--- src/rtl/decode_pkg.sv ---
// Shared MIPS32 decode definitions: encodings, one-hot op indices and the decoded bundle.
// Pure declarations, no logic; op width tracks whether the extended ISA is built in.
package decode_pkg;

    localparam logic [5:0] OPC_SPECIAL = 6'h00;
    localparam logic [5:0] OPC_J       = 6'h02;
    localparam logic [5:0] OPC_JAL     = 6'h03;
    localparam logic [5:0] OPC_BEQ     = 6'h04;
    localparam logic [5:0] OPC_BNE     = 6'h05;
    localparam logic [5:0] OPC_ADDIU   = 6'h09;
    localparam logic [5:0] OPC_ORI     = 6'h0D;
    localparam logic [5:0] OPC_LUI     = 6'h0F;
    localparam logic [5:0] OPC_LW      = 6'h23;
    localparam logic [5:0] OPC_SW      = 6'h2B;

    localparam logic [5:0] FN_SLL      = 6'h00;
    localparam logic [5:0] FN_JR       = 6'h08;
    localparam logic [5:0] FN_SYSCALL  = 6'h0C;
    localparam logic [5:0] FN_ADDU     = 6'h21;
    localparam logic [5:0] FN_SUBU     = 6'h23;
    localparam logic [5:0] FN_AND      = 6'h24;
    localparam logic [5:0] FN_OR       = 6'h25;
    localparam logic [5:0] FN_SLT      = 6'h2A;

    localparam int OP_ADDU    = 0;
    localparam int OP_SUBU    = 1;
    localparam int OP_JR      = 2;
    localparam int OP_SYSCALL = 3;
    localparam int OP_ORI     = 4;
    localparam int OP_LUI     = 5;
    localparam int OP_LW      = 6;
    localparam int OP_SW      = 7;
    localparam int OP_BEQ     = 8;
    localparam int OP_J       = 9;
    localparam int OP_JAL     = 10;
    localparam int OP_ADDIU   = 11;
    localparam int OP_SLT     = 12;
    localparam int OP_AND     = 13;
    localparam int OP_OR      = 14;
    localparam int OP_BNE     = 15;
    localparam int OP_SLL     = 16;
    localparam int OP_W_MAX   = 17;

    localparam logic [4:0] REG_RA = 5'd31;

    function automatic int op_width(input int ext_isa);
        return (ext_isa != 0) ? 17 : 11;
    endfunction

    typedef enum logic [1:0] {IMM_NONE, IMM_SEXT, IMM_ZEXT, IMM_HI} imm_kind_e;
    typedef enum logic [1:0] {WB_NONE, WB_RD, WB_RT, WB_RA} wb_sel_e;

    typedef struct packed {
        logic [31:0]         pc;
        logic [OP_W_MAX-1:0] op;
        logic [4:0]          rs;
        logic [4:0]          rt;
        logic [4:0]          rd;
        logic [4:0]          shamt;
        logic [31:0]         imm;
        logic [25:0]         jtarget;
        logic                wb_en;
        logic [4:0]          wb_reg;
        logic                illegal;
    } dec_bundle_t;

endpackage

--- src/rtl/instr_decode_comb.sv ---
// Combinational MIPS32 decoder: raw word + pc -> decoded bundle, unused fields forced to 0.
// Latency 0 (pure logic); no handshake, caller registers the result.
// Backpressure: none, output is a function of the inputs only.
module instr_decode_comb
    import decode_pkg::*;
#(
    parameter int EXT_ISA = 0
) (
    input  logic [31:0] instr,
    input  logic [31:0] pc,
    output dec_bundle_t bundle
);

    logic [5:0]          opc;
    logic [5:0]          funct;
    logic                ext;
    logic [OP_W_MAX-1:0] op;
    logic                use_rs, use_rt, use_rd, use_sh, use_jt, illegal;
    imm_kind_e           imm_kind;
    wb_sel_e             wb_sel;
    logic [4:0]          wb_reg;

    assign opc   = instr[31:26];
    assign funct = instr[5:0];
    assign ext   = (EXT_ISA != 0);

    // Classify the word into an op plus which fields it actually carries.
    always_comb begin
        op       = '0;
        use_rs   = 1'b0;
        use_rt   = 1'b0;
        use_rd   = 1'b0;
        use_sh   = 1'b0;
        use_jt   = 1'b0;
        illegal  = 1'b0;
        imm_kind = IMM_NONE;
        wb_sel   = WB_NONE;
        if (instr != 32'h0) begin
            case (opc)
                OPC_SPECIAL: begin
                    case (funct)
                        FN_ADDU:    begin op[OP_ADDU] = 1'b1; use_rs = 1'b1; use_rt = 1'b1; use_rd = 1'b1; wb_sel = WB_RD; end
                        FN_SUBU:    begin op[OP_SUBU] = 1'b1; use_rs = 1'b1; use_rt = 1'b1; use_rd = 1'b1; wb_sel = WB_RD; end
                        FN_JR:      begin op[OP_JR] = 1'b1; use_rs = 1'b1; end
                        FN_SYSCALL: op[OP_SYSCALL] = 1'b1;
                        FN_SLT:     if (ext) begin op[OP_SLT] = 1'b1; use_rs = 1'b1; use_rt = 1'b1; use_rd = 1'b1; wb_sel = WB_RD; end
                                    else illegal = 1'b1;
                        FN_AND:     if (ext) begin op[OP_AND] = 1'b1; use_rs = 1'b1; use_rt = 1'b1; use_rd = 1'b1; wb_sel = WB_RD; end
                                    else illegal = 1'b1;
                        FN_OR:      if (ext) begin op[OP_OR] = 1'b1; use_rs = 1'b1; use_rt = 1'b1; use_rd = 1'b1; wb_sel = WB_RD; end
                                    else illegal = 1'b1;
                        FN_SLL:     if (ext) begin op[OP_SLL] = 1'b1; use_rt = 1'b1; use_rd = 1'b1; use_sh = 1'b1; wb_sel = WB_RD; end
                                    else illegal = 1'b1;
                        default:    illegal = 1'b1;
                    endcase
                end
                OPC_ORI:   begin op[OP_ORI] = 1'b1; use_rs = 1'b1; use_rt = 1'b1; imm_kind = IMM_ZEXT; wb_sel = WB_RT; end
                OPC_LUI:   begin op[OP_LUI] = 1'b1; use_rt = 1'b1; imm_kind = IMM_HI; wb_sel = WB_RT; end
                OPC_LW:    begin op[OP_LW] = 1'b1; use_rs = 1'b1; use_rt = 1'b1; imm_kind = IMM_SEXT; wb_sel = WB_RT; end
                OPC_SW:    begin op[OP_SW] = 1'b1; use_rs = 1'b1; use_rt = 1'b1; imm_kind = IMM_SEXT; end
                OPC_BEQ:   begin op[OP_BEQ] = 1'b1; use_rs = 1'b1; use_rt = 1'b1; imm_kind = IMM_SEXT; end
                OPC_J:     begin op[OP_J] = 1'b1; use_jt = 1'b1; end
                OPC_JAL:   begin op[OP_JAL] = 1'b1; use_jt = 1'b1; wb_sel = WB_RA; end
                OPC_ADDIU: if (ext) begin op[OP_ADDIU] = 1'b1; use_rs = 1'b1; use_rt = 1'b1; imm_kind = IMM_SEXT; wb_sel = WB_RT; end
                           else illegal = 1'b1;
                OPC_BNE:   if (ext) begin op[OP_BNE] = 1'b1; use_rs = 1'b1; use_rt = 1'b1; imm_kind = IMM_SEXT; end
                           else illegal = 1'b1;
                default:   illegal = 1'b1;
            endcase
        end
    end

    always_comb begin
        case (wb_sel)
            WB_RD:   wb_reg = instr[15:11];
            WB_RT:   wb_reg = instr[20:16];
            WB_RA:   wb_reg = REG_RA;
            default: wb_reg = 5'd0;
        endcase

        bundle         = '0;
        bundle.pc      = pc;
        bundle.op      = op;
        bundle.rs      = use_rs ? instr[25:21] : 5'd0;
        bundle.rt      = use_rt ? instr[20:16] : 5'd0;
        bundle.rd      = use_rd ? instr[15:11] : 5'd0;
        bundle.shamt   = use_sh ? instr[10:6]  : 5'd0;
        bundle.jtarget = use_jt ? instr[25:0]  : 26'd0;
        case (imm_kind)
            IMM_SEXT: bundle.imm = {{16{instr[15]}}, instr[15:0]};
            IMM_ZEXT: bundle.imm = {16'h0, instr[15:0]};
            IMM_HI:   bundle.imm = {instr[15:0], 16'h0};
            default:  bundle.imm = 32'h0;
        endcase
        // Writes to $0 are architecturally discarded, so they never request write-back.
        bundle.wb_reg  = wb_reg;
        bundle.wb_en   = (wb_reg != 5'd0);
        bundle.illegal = illegal;
    end

endmodule

--- src/rtl/decode_queue.sv ---
// Decode-at-enqueue instruction buffer: DEPTH-entry circular FIFO of decoded bundles.
// Latency: accepted in cycle N, visible at the output in N+1 at the earliest.
// Backpressure: in_ready = (count < DEPTH), independent of out_ready; flush drops everything.
module decode_queue
    import decode_pkg::*;
#(
    parameter  int DEPTH   = 4,
    parameter  int EXT_ISA = 0,
    localparam int OP_W    = op_width(EXT_ISA),
    localparam int CNT_W   = $clog2(DEPTH + 1)
) (
    input  logic             clk,
    input  logic             reset,
    input  logic             flush,
    input  logic             in_valid,
    output logic             in_ready,
    input  logic [31:0]      in_instr,
    input  logic [31:0]      in_pc,
    output logic             out_valid,
    input  logic             out_ready,
    output logic [31:0]      out_pc,
    output logic [OP_W-1:0]  out_op,
    output logic [4:0]       out_rs,
    output logic [4:0]       out_rt,
    output logic [4:0]       out_rd,
    output logic [4:0]       out_shamt,
    output logic [31:0]      out_imm,
    output logic [25:0]      out_jtarget,
    output logic             out_wb_en,
    output logic [4:0]       out_wb_reg,
    output logic             out_illegal,
    output logic [CNT_W-1:0] count
);

    localparam int               PTR_W    = (DEPTH > 1) ? $clog2(DEPTH) : 1;
    localparam logic [PTR_W-1:0] PTR_LAST = PTR_W'(DEPTH - 1);
    localparam logic [CNT_W-1:0] CNT_FULL = CNT_W'(DEPTH);

    dec_bundle_t      mem_q [DEPTH];
    dec_bundle_t      dec_bundle;
    dec_bundle_t      head;
    logic [PTR_W-1:0] wr_ptr_q, wr_ptr_d;
    logic [PTR_W-1:0] rd_ptr_q, rd_ptr_d;
    logic [CNT_W-1:0] count_q, count_d;
    logic             push, pop;
    logic             stray_op;

    instr_decode_comb #(.EXT_ISA(EXT_ISA)) u_dec (
        .instr  (in_instr),
        .pc     (in_pc),
        .bundle (dec_bundle)
    );

    assign in_ready  = (count_q < CNT_FULL);
    assign out_valid = (count_q != '0);
    assign push      = in_valid && in_ready && !flush;
    assign pop       = out_valid && out_ready && !flush;
    assign count     = count_q;

    always_comb begin
        wr_ptr_d = wr_ptr_q;
        rd_ptr_d = rd_ptr_q;
        count_d  = count_q;
        if (flush) begin
            wr_ptr_d = '0;
            rd_ptr_d = '0;
            count_d  = '0;
        end else begin
            if (push) wr_ptr_d = (wr_ptr_q == PTR_LAST) ? '0 : wr_ptr_q + PTR_W'(1);
            if (pop)  rd_ptr_d = (rd_ptr_q == PTR_LAST) ? '0 : rd_ptr_q + PTR_W'(1);
            case ({push, pop})
                2'b10:   count_d = count_q + CNT_W'(1);
                2'b01:   count_d = count_q - CNT_W'(1);
                default: count_d = count_q;
            endcase
        end
    end

    always_ff @(posedge clk) begin
        if (reset) begin
            wr_ptr_q <= '0;
            rd_ptr_q <= '0;
            count_q  <= '0;
        end else begin
            wr_ptr_q <= wr_ptr_d;
            rd_ptr_q <= rd_ptr_d;
            count_q  <= count_d;
        end
    end

    // Storage needs no reset: an entry is only read after it has been written.
    always_ff @(posedge clk) begin
        if (push) mem_q[wr_ptr_q] <= dec_bundle;
    end

    assign head = out_valid ? mem_q[rd_ptr_q] : '0;

    // Op bits beyond OP_W cannot come from this decoder; surface them as illegal rather than drop them.
    if (OP_W < OP_W_MAX) begin : g_stray
        assign stray_op = |head.op[OP_W_MAX-1:OP_W];
    end else begin : g_no_stray
        assign stray_op = 1'b0;
    end

    assign out_pc      = head.pc;
    assign out_op      = head.op[OP_W-1:0];
    assign out_rs      = head.rs;
    assign out_rt      = head.rt;
    assign out_rd      = head.rd;
    assign out_shamt   = head.shamt;
    assign out_imm     = head.imm;
    assign out_jtarget = head.jtarget;
    assign out_wb_en   = head.wb_en;
    assign out_wb_reg  = head.wb_reg;
    assign out_illegal = head.illegal | stray_op;

endmodule

--- config.mk ---
export PLATFORM = sky130hd
export DESIGN_NAME = decode_queue
export DESIGN_NICKNAME = d
export VERILOG_FILES = /design/src/rtl/decode_pkg.sv /design/src/rtl/instr_decode_comb.sv /design/src/rtl/decode_queue.sv
export SDC_FILE = /design/constraint.sdc
export NUM_CORES = 1
export LEC_CHECK = 0
export BUFFER_PORTS_ARGS = -buffer_cell sky130_fd_sc_hd__buf_4
export CORE_ASPECT_RATIO = 0.7
export CORE_MARGIN = 5
export CORE_UTILIZATION = 40
export DETAILED_ROUTE_END_ITERATION = 7
export PLACE_DENSITY = 0.59
export SLEW_MARGIN = 10
export SYNTH_ARGS = -nofsm -noshare
export SYNTH_HDL_FRONTEND = slang
export SYNTH_SLANG_ARGS = --single-unit
export TNS_END_PERCENT = 100
--- constraint.sdc ---
create_clock -name clk -period 10.49 [get_ports clk]
set_input_delay 0.5245 -clock clk [delete_from_list [all_inputs] [get_ports clk]]
set_output_delay 0.5245 -clock clk [all_outputs]
set_load 0.05 [all_outputs]
==> Yosys cells after proc, flatten, opt, wreduce, memory -nomap -nowiden <==
Memories as Yosys holds them, arrays and structs flattened. A register that Yosys moved wholly into a read port is not among the register bits.
Index checks and enable logic that the tools add are counted.
{ "totals": {"ram_bits": 492, "memories": 1, "in_bits": 69, "word_cells": 97, "latch_bits": 0, "ff_bits": 7, "romBits": 0, "output_inout_bits": 133} }
{ "classes": {"div_mod_pow": 0, "shift": 0, "mux": 45, "eq_ne": 21, "n_addsub": 4, "order_cmp": 1, "reduce_logical": 21, "bitwise_logic": 1, "mul": 0} }
{ "memory_table": {"columns": ["memory", "depth", "word_bits", "rd", "rd_clocked_by_memory_dff", "wr", "line_no", "rtl"], "rows": [
  ["mem_q", 4, 123, 1, 1, 1, "decode_queue.sv:39", "dec_bundle_t mem_q [DEPTH];"]
]} }
{ "ops": {"columns": ["op", "count"], "rows": [
  ["$mux 134", 1],
  ["$pmux 32 s3", 1],
  ["$reduce_bool 32->1", 1],
  ["$mux 26", 1],
  ["$eq 6x4->1 const B", 4],
  ["$eq 6x6->1 const B", 4],
  ["$mux 1", 24],
  ["$mux 5", 3],
  ["$pmux 5 s3", 1],
  ["$eq 2x2->1 const B", 7],
  ["$eq 6x2->1 const B", 2],
  ["$mux 2", 6],
  ["$pmux 2 s3", 2],
  ["$mux 11", 1],
  ["$reduce_or 3->1", 3],
  ["$reduce_or 4->1", 2],
  ["$reduce_or 7->1", 1],
  ["$eq 2x1->1 const B", 3],
  ["$eq 6x3->1 const B", 1],
  ["$logic_not 6->1", 1],
  ["$pmux 1 s2", 3],
  ["$pmux 3 s2", 1],
  ["$reduce_or 2->1", 3],
  ["$reduce_or 6->1", 1],
  ["12 further kinds", 16]
]} }

==> Logic depth before layout (Yosys ltp) <==
{ "depth": {"ltp_word": 8, "mapped_depth": 10, "depth_no_buf": 9} }

==> Hierarchy <==
A second synthesis with hierarchy kept.
{ "unflattened": {"hier_cells": 1103, "area_unflattened_um2": 21878.5} }
{ "modules_own_cells": {"columns": ["module", "cells_each", "n_inst", "seq_area_each_um2", "area_per_inst_um2"], "rows": [
  ["decode_queue", 900, 1, 16275.6, 20586.0],
  ["instr_decode_comb", 203, 1, 0.0, 1292.5]
]} }

==> Least setup slack after synthesis <==
OpenSTA, ideal clock, no wires.
{ "synth_path": {"path_kind": "register -> register", "from": "register count_q[2], in the netlist count[2]", "to": "memory mem_q[0][0] (netlist name), enable pin", "setup_slack_ns": 6.176, "n_path_buf": 0, "path_stages_with_launch": 4, "synth_period_minus_slack_ns": 4.314, "setup_ns": 0.497, "required_time_ns": 9.993, "t_arrival_ns": 3.817, "path_cell_list": "dfxtp_1 nand2b_1 nor2_1 and2_1"} }
{ "synth_via": {"elab_chain_cells": 5} }
{ "synth_rtl": {"columns": ["element", "line_no", "rtl"], "rows": [
  ["from (decl)", "decode_queue.sv:44", "logic [CNT_W-1:0] count_q, count_d;"],
  ["from (signal assigned)", "decode_queue.sv:87", "count_q <= count_d;"],
  ["$lt 3x3->1", "decode_queue.sv:54", "assign in_ready = (count_q < CNT_FULL);"],
  ["$logic_and 1x1->1 (2 in series)", "decode_queue.sv:56", "assign push = in_valid && in_ready && !flush;"],
  ["$mux 1", "decode_queue.sv:93", "if (push) mem_q[wr_ptr_q] <= dec_bundle;"],
  ["$mux 1 (not written as such)", "decode_queue.sv:93", null],
  ["to (decl)", "decode_queue.sv:39", null]
]} }
Every way passes these cells.

==> flow_summary.yaml <==
run_status:
  outcome: "finished clean"
timing:
  period_minus_slack_ns: 3.90
  finalSetupViolations: 0
  rsz0062_at_grt: "no"
  slew_headroom_pct: 19.6
  fin_crit_sh_pct: 37.2
  fin_tns_setup_ns: 0
  max_freq_mhz: 256
  timing.final.hold_violations: 0
  tightest_slew_ns: 1.20
  final_max_slew_viol_count: 0
  skew_ns: 0.0151
clocking:
  path_clk_slew_ns: 0.06
  post_cts_resized: 0
  postCtsHoldBufs: 0
  ctsRootBufferMaster: "clkbuf_16"
  clock-sinks: 501
  clock_path_buffers: 3
  h-tree-depth: 2
  cts_tree: "yes"
  cts_made_buffers: 50
  cts_setup_buffers: 0
  worstSkewPairLatency_ns: 0.57
worst_setup_path:
  worstPathRequired_ns: 9.97
  cp_max_fo: 62
  cp.arrival_ns: 3.38
  crit_path_end_kind: "output port"
  cp-start-kind: "flip-flop"
  worstSetupPathType: "reg -> out"
flow_run:
  drv_cap: 0
finish:
  fin_nets: 1288
  ff_latch_area_mm2: 0.0150
  drive_above_1_share_pct: 33.6
  fillCellCount: 4150
  area_delta_synth_final_pct: 19.1
  multi_input_area_mm2: 0.00479
worst_hold_path:
  hp-class: "in -> reg"
pwr:
  ir_drop_mv: 0.139
  finalPower_mw: 4.30
  power_density_mw_per_mm2: 180
  p_leak_nw: 7.82
synthesis:
  synth_flop_cell: "edfxtp_1"
  yosysTopAreaCellShare_pct: 73.7
  synthTopCellsByCount: "edfxtp_1 (492), and2_1 (149), mux4_2 (123), clkbuf_1 (37), and3_1 (27)"
  synthTopCellsByArea: "edfxtp_1 (74%), mux4_2 (14%), and2_1 (4.7%)"
  seq_area_frac_synth_pct: 74.6
  synth_edf_count: 492
  yosysWarnings: 0
  syn_inst: 1010
  yosys_register_bits: 501
  syn_avg_cell_area_um2: 19.8
  yosysMostFrequentCell: "edfxtp_1"
  netlist_area_mm2: 0.0200
  synthArstFlopShare_pct: 0
  yosys.area.top_type: "edfxtp_1"
  ys_types: 48
route:
  dr.pass1.iters: 5
  vias: 9996
  drc: 0
  wl_mm: 47.0
  drt-initial-drc-count: 780
  wl_per_cell_um: 24.5
  ant_nets: 0
  routed_via_density: 5.22
die:
  core_mm2: 0.0494
  start_util_pct: 40.5
  dieArea_mm2: 0.0547
  rows: 68
  die_w_um: 277
  die_h_um: 197
  io_pins: 202
global_routing:
  antenna_found_initial: 4
  grt_pass1_vias: 10400
  grt_max_degree: 101
  grt_pass1_wl_mm: 69.0
  grt_remaining_overflow: 0
  grtUsageTotal_pct: 16.7
place:
  port_buffers: 196
  hpwl_mm: 27.7
  routabilityCongestion: 0.743
==> cells in the final DEF (no fill, tap or decap), types with 7 or more instances in the layout <==
master | netlist | layout
buf_4 | 5 | 208
and2_1 | 149 | 145
inv_1 | 11 | 11
and3_1 | 27 | 27
clkbuf_1 | 37 | 12
nor2_1 | 19 | 19
clkinv_1 | 0 | 7
clkinv_2 | 0 | 10
a21o_1 | 15 | 15
mux4_2 | 123 | 123
edfxtp_1 | 492 | 492
clkbuf_16 | 0 | 53
nor2b_1 | 7 | 7
nand2_1 | 16 | 16
dfxtp_1 | 9 | 7
a21oi_1 | 13 | 13
==> layout make-up <==
class                      instances  share of cell area [%]
multi-input combinational        439                    20.1
clock buffer                      65                    5.75
sequential                       501                    62.7
antenna                            1                  0.0105
inverter                          11                   0.173
timing repair buffer             209                    6.63
tap                              665                    3.49
clock inverter                    25                    1.15
==> critical path: stages, from the launching register on <==
cell and delay (ns):
dfxtp_4 1.00, buf_4 0.90, mux4_2 0.48, and2_1 0.19
buf_4 0.19
==> path summary, 6_finish.rpt <==
path	from	end	slack [ns]	depth (start not counted)
max	flip-flop	out_imm[27]	6.59	4
min	in_pc[21]	mem_q[2][112]$_DFFE_PP_	0.16	1
max reg2reg	count[2]$_SDFFE_PP0P_	mem_q[1][18]$_DFFE_PP_	7.14	5
min reg2reg	rd_ptr_q[1]$_SDFFE_PP0P_	flip-flop	0.48	2
==> flip-flops by register name (all words and copies together) (netlist names), named ones only <==
signal	flops
wr_ptr_q	2
mem_q	492
count	3
rd_ptr_q	2
==> per-layer routing <==
| layer | global-route usage, % | share of wire, % |
|---|---|---|
| met1 | 25.3 | 47 |
| met2 | 25.6 | 46 |
| met3 | 3.69 | 6.2 |
| met4 | 2.91 | 1.2 |
| met5 | 0 | 0 |
==> kinds of logic after synthesis <==
family	synth area share (%)
DFF	74.6
and+or+nand+nor	7.69
muxes	13.9
buffers and inverters	1.64
AOI/OAI and AO/OA	1.57
adders and majority gates	0.475
xor gates and xnor gates	0.0875
other	0.0187
==> stage by stage <==
stage / cell area (µm²) / setup slack (ns) / util (%) / std cells / hold slack [ns]
floorplan: 20000 / 6.18 / - / 1014 / 0.454
global placement: 22200 / 7.02 / 44.9 / 1825 / 0.461
detailed placement: 22200 / 6.94 / 44.9 / 1825 / 0.468
CTS: 23900 / 6.44 / 48.3 / 1915 / 0.129
global route: 23900 / 6.39 / 48.3 / 1915 / 0.139
finish: 23900 / 6.59 / 48.3 / 1916 / 0.165
==> power breakdown <==
| group | switching, mW | internal [mW] | total, mW |
|---|---|---|---|
| registers | 0.00856 | 2.22 | 2.23 |
| clock network | 0.732 | 1.07 | 1.80 |
| logic | 0.178 | 0.0946 | 0.272 |
| total | 0.919 | 3.38 | 4.30 |
No activity file was read; power rests on OpenSTA's default activity.
